<file path="src/rtl/switch_allocator_3p.sv">
`default_nettype none
// ============================================================================
//  Module      : switch_allocator_3p
//  Description : Wormhole switch allocator for a 3-port mesh router. Each
//                output runs a round-robin arbiter over header flits and then
//                stays locked to the winning input until the packet tail has
//                been forwarded. Grants (rd_en/sel/out_valid) are
//                combinational from the inputs and the registered state.
//  Revision    : 1.0 - initial release
// ============================================================================
module switch_allocator_3p #(
    parameter int NPORT = 3,
    parameter int LEN_W = 12
) (
    input  logic                     clk,
    input  logic                     rst,        // asynchronous, active-low
    input  logic [NPORT-1:0]         req_valid,
    input  logic [NPORT*NPORT-1:0]   req_port,
    input  logic [NPORT-1:0]         req_head,
    input  logic [NPORT*LEN_W-1:0]   req_len,
    input  logic [NPORT-1:0]         out_ready,
    output logic [NPORT-1:0]         rd_en,
    output logic [NPORT*NPORT-1:0]   sel,
    output logic [NPORT-1:0]         out_valid,
    output logic [NPORT-1:0]         busy
);

    localparam int               IDX_W   = (NPORT > 1) ? $clog2(NPORT) : 1;
    localparam logic [NPORT-1:0] ONE_N   = NPORT'(1);
    localparam logic [IDX_W-1:0] IDX_ONE = IDX_W'(1);
    localparam logic [LEN_W-1:0] LEN_ONE = LEN_W'(1);

    typedef enum logic [0:0] {
        ST_IDLE   = 1'b0,
        ST_LOCKED = 1'b1
    } state_t;

    state_t           r_state  [NPORT];
    logic [IDX_W-1:0] r_owner  [NPORT];
    logic [IDX_W-1:0] r_ptr    [NPORT];
    logic [LEN_W-1:0] r_remain [NPORT];

    logic [NPORT-1:0] w_mask;              // inputs that currently own an output
    logic [NPORT-1:0] w_port_lsb [NPORT];  // lowest requested output per input
    logic [NPORT-1:0] w_grant    [NPORT];  // one-hot input granted by output j
    logic [NPORT-1:0] w_hdr_win;           // output j grants a header this cycle
    logic [NPORT-1:0] w_fwd;               // output j forwards a body/tail flit
    logic [IDX_W-1:0] w_win_idx  [NPORT];
    logic [IDX_W-1:0] w_ptr_nxt  [NPORT];
    logic [LEN_W-1:0] w_win_len  [NPORT];

    // Owner mask and lowest-set-bit reduction of each input's output request
    always_comb begin
        w_mask = '0;
        for (int k = 0; k < NPORT; k++) begin
            if (r_state[k] == ST_LOCKED) begin
                w_mask[r_owner[k]] = 1'b1;
            end
        end
        for (int i = 0; i < NPORT; i++) begin
            w_port_lsb[i] = req_port[i*NPORT +: NPORT]
                          & (~req_port[i*NPORT +: NPORT] + ONE_N);
        end
    end

    // Per-output round-robin header arbitration and locked-packet forwarding
    always_comb begin
        logic             found;
        logic [IDX_W-1:0] cand;
        int               idx;
        found = 1'b0;
        cand  = '0;
        idx   = 0;
        for (int j = 0; j < NPORT; j++) begin
            w_grant[j]   = '0;
            w_hdr_win[j] = 1'b0;
            w_fwd[j]     = 1'b0;
            w_win_idx[j] = '0;
            w_ptr_nxt[j] = '0;
            w_win_len[j] = '0;
            found        = 1'b0;
            if (r_state[j] == ST_IDLE) begin
                for (int off = 0; off < NPORT; off++) begin
                    idx = int'(r_ptr[j]) + off;
                    if (idx >= NPORT) begin
                        idx = idx - NPORT;
                    end
                    cand = IDX_W'(idx);
                    if (!found && req_valid[cand] && req_head[cand] &&
                        w_port_lsb[cand][j] && !w_mask[cand]) begin
                        found        = 1'b1;
                        w_win_idx[j] = cand;
                    end
                end
                if (found && out_ready[j]) begin
                    w_hdr_win[j] = 1'b1;
                    w_grant[j]   = ONE_N << w_win_idx[j];
                    w_win_len[j] = req_len[w_win_idx[j]*LEN_W +: LEN_W];
                    w_ptr_nxt[j] = (int'(w_win_idx[j]) == NPORT-1) ? '0
                                                                  : w_win_idx[j] + IDX_ONE;
                end
            end else begin
                // Owner's flits are all treated as body while locked
                if (req_valid[r_owner[j]] && out_ready[j]) begin
                    w_fwd[j]   = 1'b1;
                    w_grant[j] = ONE_N << r_owner[j];
                end
            end
        end
    end

    // Output drive; everything is forced quiet while reset is held
    always_comb begin
        rd_en     = '0;
        sel       = '0;
        out_valid = '0;
        busy      = '0;
        for (int j = 0; j < NPORT; j++) begin
            busy[j] = (r_state[j] == ST_LOCKED);
            if (rst) begin
                rd_en        = rd_en | w_grant[j];
                out_valid[j] = |w_grant[j];
                sel[j*NPORT +: NPORT] = (r_state[j] == ST_LOCKED) ? (ONE_N << r_owner[j])
                                                                  : w_grant[j];
            end
        end
    end

    // Per-output lock FSM: IDLE -> LOCKED on multi-flit header, back on tail
    always_ff @(posedge clk or negedge rst) begin
        if (!rst) begin
            for (int j = 0; j < NPORT; j++) begin
                r_state[j]  <= ST_IDLE;
                r_owner[j]  <= '0;
                r_ptr[j]    <= '0;
                r_remain[j] <= '0;
            end
        end else begin
            for (int j = 0; j < NPORT; j++) begin
                case (r_state[j])
                    ST_IDLE: begin
                        if (w_hdr_win[j]) begin
                            r_ptr[j] <= w_ptr_nxt[j];
                            if (w_win_len[j] != '0) begin
                                r_owner[j]  <= w_win_idx[j];
                                r_remain[j] <= w_win_len[j];
                                r_state[j]  <= ST_LOCKED;
                            end
                        end
                    end
                    ST_LOCKED: begin
                        if (w_fwd[j]) begin
                            // Saturating count-down: tail flit releases the lock
                            if (r_remain[j] <= LEN_ONE) begin
                                r_remain[j] <= '0;
                                r_state[j]  <= ST_IDLE;
                            end else begin
                                r_remain[j] <= r_remain[j] - LEN_ONE;
                            end
                        end
                    end
                    default: r_state[j] <= ST_IDLE;
                endcase
            end
        end
    end

endmodule
`default_nettype wire
</file>
<file path="config.mk">
export PLATFORM = sky130hd
export DESIGN_NAME = switch_allocator_3p
export DESIGN_NICKNAME = d
export VERILOG_FILES = /design/src/rtl/switch_allocator_3p.sv
export SDC_FILE = /design/constraint.sdc
export NUM_CORES = 1
export LEC_CHECK = 0
export CAP_MARGIN = 0
export CORE_ASPECT_RATIO = 1.1
export CORE_UTILIZATION = 55
export CTS_CLUSTER_DIAMETER = 80
export DETAILED_ROUTE_END_ITERATION = 8
export HOLD_SLACK_MARGIN = 0.08
export PLACE_DENSITY = 0.81
export SYNTH_ARGS = -nofsm -noshare
export SYNTH_HDL_FRONTEND = slang
export SYNTH_SLANG_ARGS = --single-unit
</file>
<file path="constraint.sdc">
create_clock -name clk -period 7.5 [get_ports clk]
set_input_delay 1.5 -clock clk [delete_from_list [all_inputs] [get_ports clk]]
set_output_delay 1.5 -clock clk [all_outputs]
set_load 0.01 [all_outputs]
</file>
==> Implementation_results.wiki <==
{| class="wikitable"
! Metric !! Value
|-
| Status || completed
|-
| Maximum buffer depth of the clock tree || 2
|-
| # fillers || 801
|-
| Non-filler instance count after layout || 855
|-
| Number of instances on the worst hold path || 2
|-
| Core Region || 8960 µm²
|-
| Die Ht || 103 µm
|-
| Worst vdd ir || 0.185 mV
|-
| Minimum clock period || 6410 ps
|-
| Startpoint of the lowest-slack hold path || r_ptr[1]
|-
| Setup Viol. Count Final || 0
|-
| Initial core utilization || a little under three fifths
|-
| Met1 routed wirelength after detailed routing || around 7000 µm
|-
| Clk root buf || sky130_fd_sc_hd__clkbuf_8
|-
| Req. time, crit path || 6000 ps
|-
| Unrepaired setup endpoints after global routing || no
|-
| Total wire length after detailed routing || about 18000 µm
|-
| Proportion of register bits with asynchronous set or reset after synthesis || 100%
|-
| Via count of the first global-routing pass || 5368
|-
| Area occupied by registers || between 1000 and 1500 µm²
|-
| Power density relative to cell area || 233 nW/µm²
|-
| Slack of the critical path || roughly 1100 ps
|-
| Ports placed on the boundary || 74
|-
| Half-perimeter wire length after placement || 13400 µm
|-
| Detailed-route wire length per cell || 20.6 µm
|-
| Maximum clock frequency || 156 MHz
|-
| Number of buffers created by CTS || 5
|-
| Worst-path fanout max || 30
|-
| # H-tree levels || 2
|-
| Final setup skew || 16.1 ps
|-
| Worst reg2reg path startpoint || busy[0]
|-
| Cells after DPL || roughly 850
|-
| Crit path kind || input pin to primary output
|-
| Antenna Nets Post-Route || 0
|-
| Number of optimization iterations in the first detailed-route pass || 6
|-
| Number of antenna diodes || 0
|-
| Worst slew margin || 31.0%
|-
| Setup crit end kind || primary output
|-
| Overall power consumption || 1.40 mW
|-
| GP Congestion || 0.985
|-
| Number of flops mapped to enable cells by yosys || 0
|-
| Horiz. Die Dim || between 90 and 100 µm
|-
| Critical Path Start || req_valid[1]
|-
| Setup TNS || 0 ps
|-
| Initial antenna violation count || 0
|-
| Clk_lat worst skew || between 300 and 400 ps
|-
| Uppermost metal layer occupied by signal nets || met4
|-
| Routed vias || just under 6000
|-
| All-Layer GR Usage || 36.3%
|-
| GR Overflow Total || 0
|-
| Violation count after the first detailed-routing iteration || 806
|-
| Met2 wire length || 8100 µm
|-
| Total Die Area || between 9000 and 10000 µm²
|-
| I/O Buffers || 73
|-
| Avg Cell Area, Syn || approximately 7.4 µm²
|-
| Count of hold-fix buffers inserted at cts || 0
|-
| Most used flip-flop cell after synthesis || sky130_fd_sc_hd__dfrtp_1
|-
| Netlist area before placement || 5130 µm²
|-
| # Max-Cap Violations || 0
|-
| Warning count from the yosys run || 0
|-
| Slew at the pin closest to its max-slew limit || 1030 ps
|-
| WP data arrival || 4910 ps
|-
| Post-synthesis sequential area ratio || 24.9%
|-
| Largest net degree at the start of global routing || 31
|-
| Number of distinct library cells after synthesis || about 70
|-
| Number of hold violations in the final report || 0
|-
| Vias per cell || 6.88
|-
| Worst min-delay path category || register to register
|-
| Area used by multi-input combinational logic || between 3000 and 4000 µm²
|-
| Nets@finish || 809
|-
| Number of buffers inserted by post-CTS setup repair || 0
|-
| R2r worst-path depth || 9
|-
| Share of post-route cells with drive strength above 1 || under 10%
|-
| LEAKAGE || 2.43 nW
|-
| CP Launch Type || input pin
|-
| Max Slew Vio Count || 0
|-
| Worst-case setup slack after placement || roughly 1200 ps
|-
| Worst hold margin || ~520 ps
|-
| Cell count after synthesis || 690
|-
| Net count after synthesis || 758
|-
| Portion of the clock cycle consumed by the worst path in the final layout || 85.5%
|-
| Wire length of the first global-routing pass || between 20000 and 30000 µm
|-
| Post-synthesis sequential element count || 51
|-
| Final routed DRC violation total || 0
|-
| Area growth from synthesis to layout || 17.0%
|-
| Clock tree from TritonCTS || done
|-
| Post_cts resized || 0
|-
| Clock-pin slew reported for the worst setup and hold paths after clock tree synthesis || around 90 ps
|-
| Clock tree sinks || 51
|-
| FP Rows || 36
|-
| DR WL met3 || 1980 µm
|}
-- state kept, by name, summed over array words and instances, names as in the netlist --
register / cells
busy: 3
r_owner: 6
r_ptr: 6
r_remain: 36
-- placed cells by master (no fill, tap or decap), types with 11 or more instances in the layout --
cell and instances:
sky130_fd_sc_hd__a211oi_1 16, sky130_fd_sc_hd__a21oi_1 65, sky130_fd_sc_hd__a31oi_1 11, sky130_fd_sc_hd__clkdlybuf4s50_1 72, sky130_fd_sc_hd__dfrtp_1 51, sky130_fd_sc_hd__ha_1 12, sky130_fd_sc_hd__inv_1 38, sky130_fd_sc_hd__mux2i_1 42
sky130_fd_sc_hd__nand2_1 42, sky130_fd_sc_hd__nand3_1 19, sky130_fd_sc_hd__nand3b_1 13, sky130_fd_sc_hd__nor2_1 86, sky130_fd_sc_hd__nor3_1 22, sky130_fd_sc_hd__nor4_1 23, sky130_fd_sc_hd__o21ai_0 60, sky130_fd_sc_hd__o22ai_1 25
-- critical path, stage by stage --
cell and delay [ps]:
sky130_fd_sc_hd__clkdlybuf4s50_1 590, sky130_fd_sc_hd__nand4_1 260, sky130_fd_sc_hd__nor4_1 610, sky130_fd_sc_hd__o41a_1 930, sky130_fd_sc_hd__nand2_1 240, sky130_fd_sc_hd__a21oi_1 220
sky130_fd_sc_hd__clkdlybuf4s50_1 570
-- cells in the mapped netlist (11+ instances only) --
library cell	count	share of area (%)
sky130_fd_sc_hd__a211oi_1	16	2.3
sky130_fd_sc_hd__nand2_1	42	3.1
sky130_fd_sc_hd__o21ai_0	60	5.9
sky130_fd_sc_hd__o22ai_1	25	3.0
sky130_fd_sc_hd__nand3_1	19	1.9
sky130_fd_sc_hd__nor4_1	23	2.8
sky130_fd_sc_hd__a31oi_1	11	1.3
sky130_fd_sc_hd__ha_1	12	2.9
sky130_fd_sc_hd__dfrtp_1	51	25
sky130_fd_sc_hd__inv_1	38	2.8
sky130_fd_sc_hd__nor3_1	22	2.1
sky130_fd_sc_hd__mux2i_1	42	8.2
sky130_fd_sc_hd__nor2_1	86	6.3
sky130_fd_sc_hd__clkbuf_1	22	1.6
sky130_fd_sc_hd__a21oi_1	65	6.3
sky130_fd_sc_hd__nand3b_1	13	1.9
-- report_power, final --
group	switching, mW	total (mW)	internal, mW
combinational	0.472	0.773	0.301
clock	0.0959	0.169	0.0728
sequential	0.0901	0.456	0.366
-- layer usage --
metal	global-route usage, %	vias up
met5	0	-
met4	8.88	0
met3	8.48	43
met2	58.6	386
met1	49.3	2758
li1	-	2698
-- metrics by stage --
step                instance area [µm²]  utilization (%)
floorplan                          5130                -
global placement                   5910             66.0
detailed placement                 5910             66.0
CTS                                6000             66.9
global route                       6000             66.9
finish                             6000             66.9
-- final cells by class --
class	instances	area share [%]
Clock buffer	6	1.38
Timing Repair Buffer	83	13.3
Multi-Input combinational cell	562	59.2
Sequential cell	51	21.3
Clock inverter	1	0.0834
Tap cell	114	2.38
Inverter	38	2.38
-- logic make-up after synthesis --
group                      count (synthesis)  synth area share, %
AOI/OAI and AO/OA                        243                 30.6
adders and majority gates                 13                 3.12
buffers and inverters                     77                 6.25
DFF                                       51                 24.9
muxes                                     47                 9.29
and+or+nand+nor                          259                 25.8
-- path summary, 6_finish.rpt --
check | slack (ps) | endpoint
setup reg to reg | 3050 | r_remain[19]
max in group asynchronous | 5480 | r_owner[0]
hold / removal | 520 | r_ptr[1]
hold reg to reg | 520 | r_ptr[1]
setup / recovery | 1090 | sel[3]
min in group asynchronous | 1200 | r_ptr[0]
Power figures use the tool's default switching activity.
==> RTL edit, RTL diff (config.mk and constraints unchanged) <==
`LEN_W`: 12 -> 18.
--- a/src/rtl/switch_allocator_3p.sv
+++ b/src/rtl/switch_allocator_3p.sv
@@ -10,7 +10,7 @@
 // ============================================================================
 module switch_allocator_3p #(
     parameter int NPORT = 3,
-    parameter int LEN_W = 12
+    parameter int LEN_W = 18
 ) (
     input  logic                     clk,
     input  logic                     rst,        // asynchronous, active-low
Interface: changed (resized req_len); port bits go from 74 to 92. No check against the original RTL was run, so the function may have changed too.
==> RTL edit against the unedited design <==
Global-route usage rose by 0.18 points. Critical path depth rose by 2. Cell area rose by 34%. Via count rose by 29%. Cell count rose by 29%. Core utilization rose by 0.41 points. Synthesized area rose by 31%. Power rose by 59%. Count of clock-buffer cells in the layout rose by 4. Worst setup slack got worse by 320 ps. Sequential share of layout area rose by 0.13 points. Sequential cell count rose by 18. Routed wire length rose by 30%. Critical path type unchanged. Largest power group unchanged.
==> RTL edit: results (changes against the unedited design) <==
[power]
peakVddDrop_mv=0.191  ; +3.4%
p_leak_nw=2.99  ; +23%

[route]
totalWireLength_mm=22.9  ; +30%
drt-initial-drc-count=942  ; +17%
drt_first_pass_iters=7  ; +1
viasPerCell=6.87  ; -0.22%

[synth]
synthTopCellsByCount=nand2_1, o21ai_0, nor2_1
seq_area_frac_synth=0.256  ; +0.00757
synth_cell_types=73  ; +5.8%

[placement]
routabilityCongestion=0.965  ; -2.1%
io_buffers=91  ; +25%
hpwl_mm=17.2  ; +28%
placed_cell_area_sq_um=7730  ; +31%

[worst_setup_path]
crit_path_top_delay_cell=clkdlybuf4s50_1
cp_slowest_stage_delay_ps=620  ; -310 ps
r2r_slack_ps=2610  ; -440 ps
crit_path_max_fanout=12  ; -60%
cp.arrival_ps=5230  ; +320 ps
crit_family=compound AO/OA/AOI/OAI gates

[sta]
relSlewSlack=0.246  ; -0.0636
clock_skew_ps=8.61  ; -7.51 ps
whs_ps=508  ; -11.1 ps

[clocking]
clk_latency_ps=350  ; +30 ps
htreeDepth=3  ; +1
path_clk_slew_ps=50  ; -40 ps
numCtsBuffers=9  ; +4

[outcome]
status=finished clean

[cells_and_area]
drive_above_1_share=0.0652  ; +0.0139
top_regs=r_remain: 54 flops, r_owner: 6 flops, r_ptr: 6 flops
final_net_count=1032  ; +28%

[global_routing]
grt_antenna_before_repair=0  ; unchanged
grt_pass1_wl_mm=35.8  ; +30%
grt_usage=0.365  ; +0.00183
grt_max_degree=64  ; +110%
grt_pass1_vias=6760  ; +26%

==> RTL edit: power breakdown <==
part	switching, W	internal (W)
logic	0.000700	0.000420
registers	0.000135	0.000473
clock network	0.000172	0.000325
total	0.00101	0.00122
==> RTL edit: worst paths after layout <==
kind / start / to / cells after the start
setup / recovery: req_valid[2] / rd_en[0] / 9
hold / removal: r_remain[50] / r_remain[50] / 2
setup reg to reg: busy[1] / r_remain[21] / 12
hold reg to reg: r_remain[50] / r_remain[50] / 2
max in group asynchronous: rst / r_remain[3] / 2
min in group asynchronous: rst / busy[2] / 1
==> RTL edit: layout make-up <==
class | instances | area [sq um]
multi-input cells | 736 | 4700
inverters | 24 | 90.1
clock inverters | 6 | 111
clock buffers | 10 | 229
flip-flops and latches | 69 | 1730
repair buffers | 106 | 1020
well taps | 154 | 193
fillers | 1037 | 3910
==> RTL edit: cell families (layout without fill, tap and decap cells) <==
kind of cell             Yosys count  in the layout  share of synthesized area
buffers and inverters             85            146                     0.0528
multiplexers                      57             57                     0.0864
flip-flops                        69             69                      0.256
AND/OR/NAND/NOR                  368            368                      0.275
adder cells (fa/ha/maj)           13             13                     0.0238
AO/OA/AOI/OAI                    298            298                      0.306
==> RTL edit: worst reg2reg max path, delay by kind of cell, from the launching register on <==
family / cells / cell delay [ps]
AO/OA/AOI/OAI: 6 / 1790
buffers and inverters: 2 / 470
flip-flops: 1 / 610
AND/OR/NAND/NOR: 4 / 1860
==> RTL edit: routing by layer <==
layer / part of all wire / vias up / wire length (microns) / GRT usage
li1: - / 3504 / - / -
met1: 0.43 / 3548 / 9780 / 0.525
met3: 0.10 / 55 / 2300 / 0.0565
met4: 0.034 / 0 / 768 / 0.166
met2: 0.44 / 482 / 10000 / 0.533
met5: 0 / - / 0 / 0
==> RTL edit: through the flow <==
step | setup WS (ps) | utilization | cells | power, W
floorplan | 1990 | - | 890 | 0.00138
global placement | 947 | 0.645 | 1089 | 0.00169
detailed placement | 850 | 0.645 | 1089 | 0.00170
CTS | 848 | 0.673 | 1105 | 0.00220
global route | 610 | 0.673 | 1105 | 0.00238
finish | 766 | 0.673 | 1105 | 0.00223
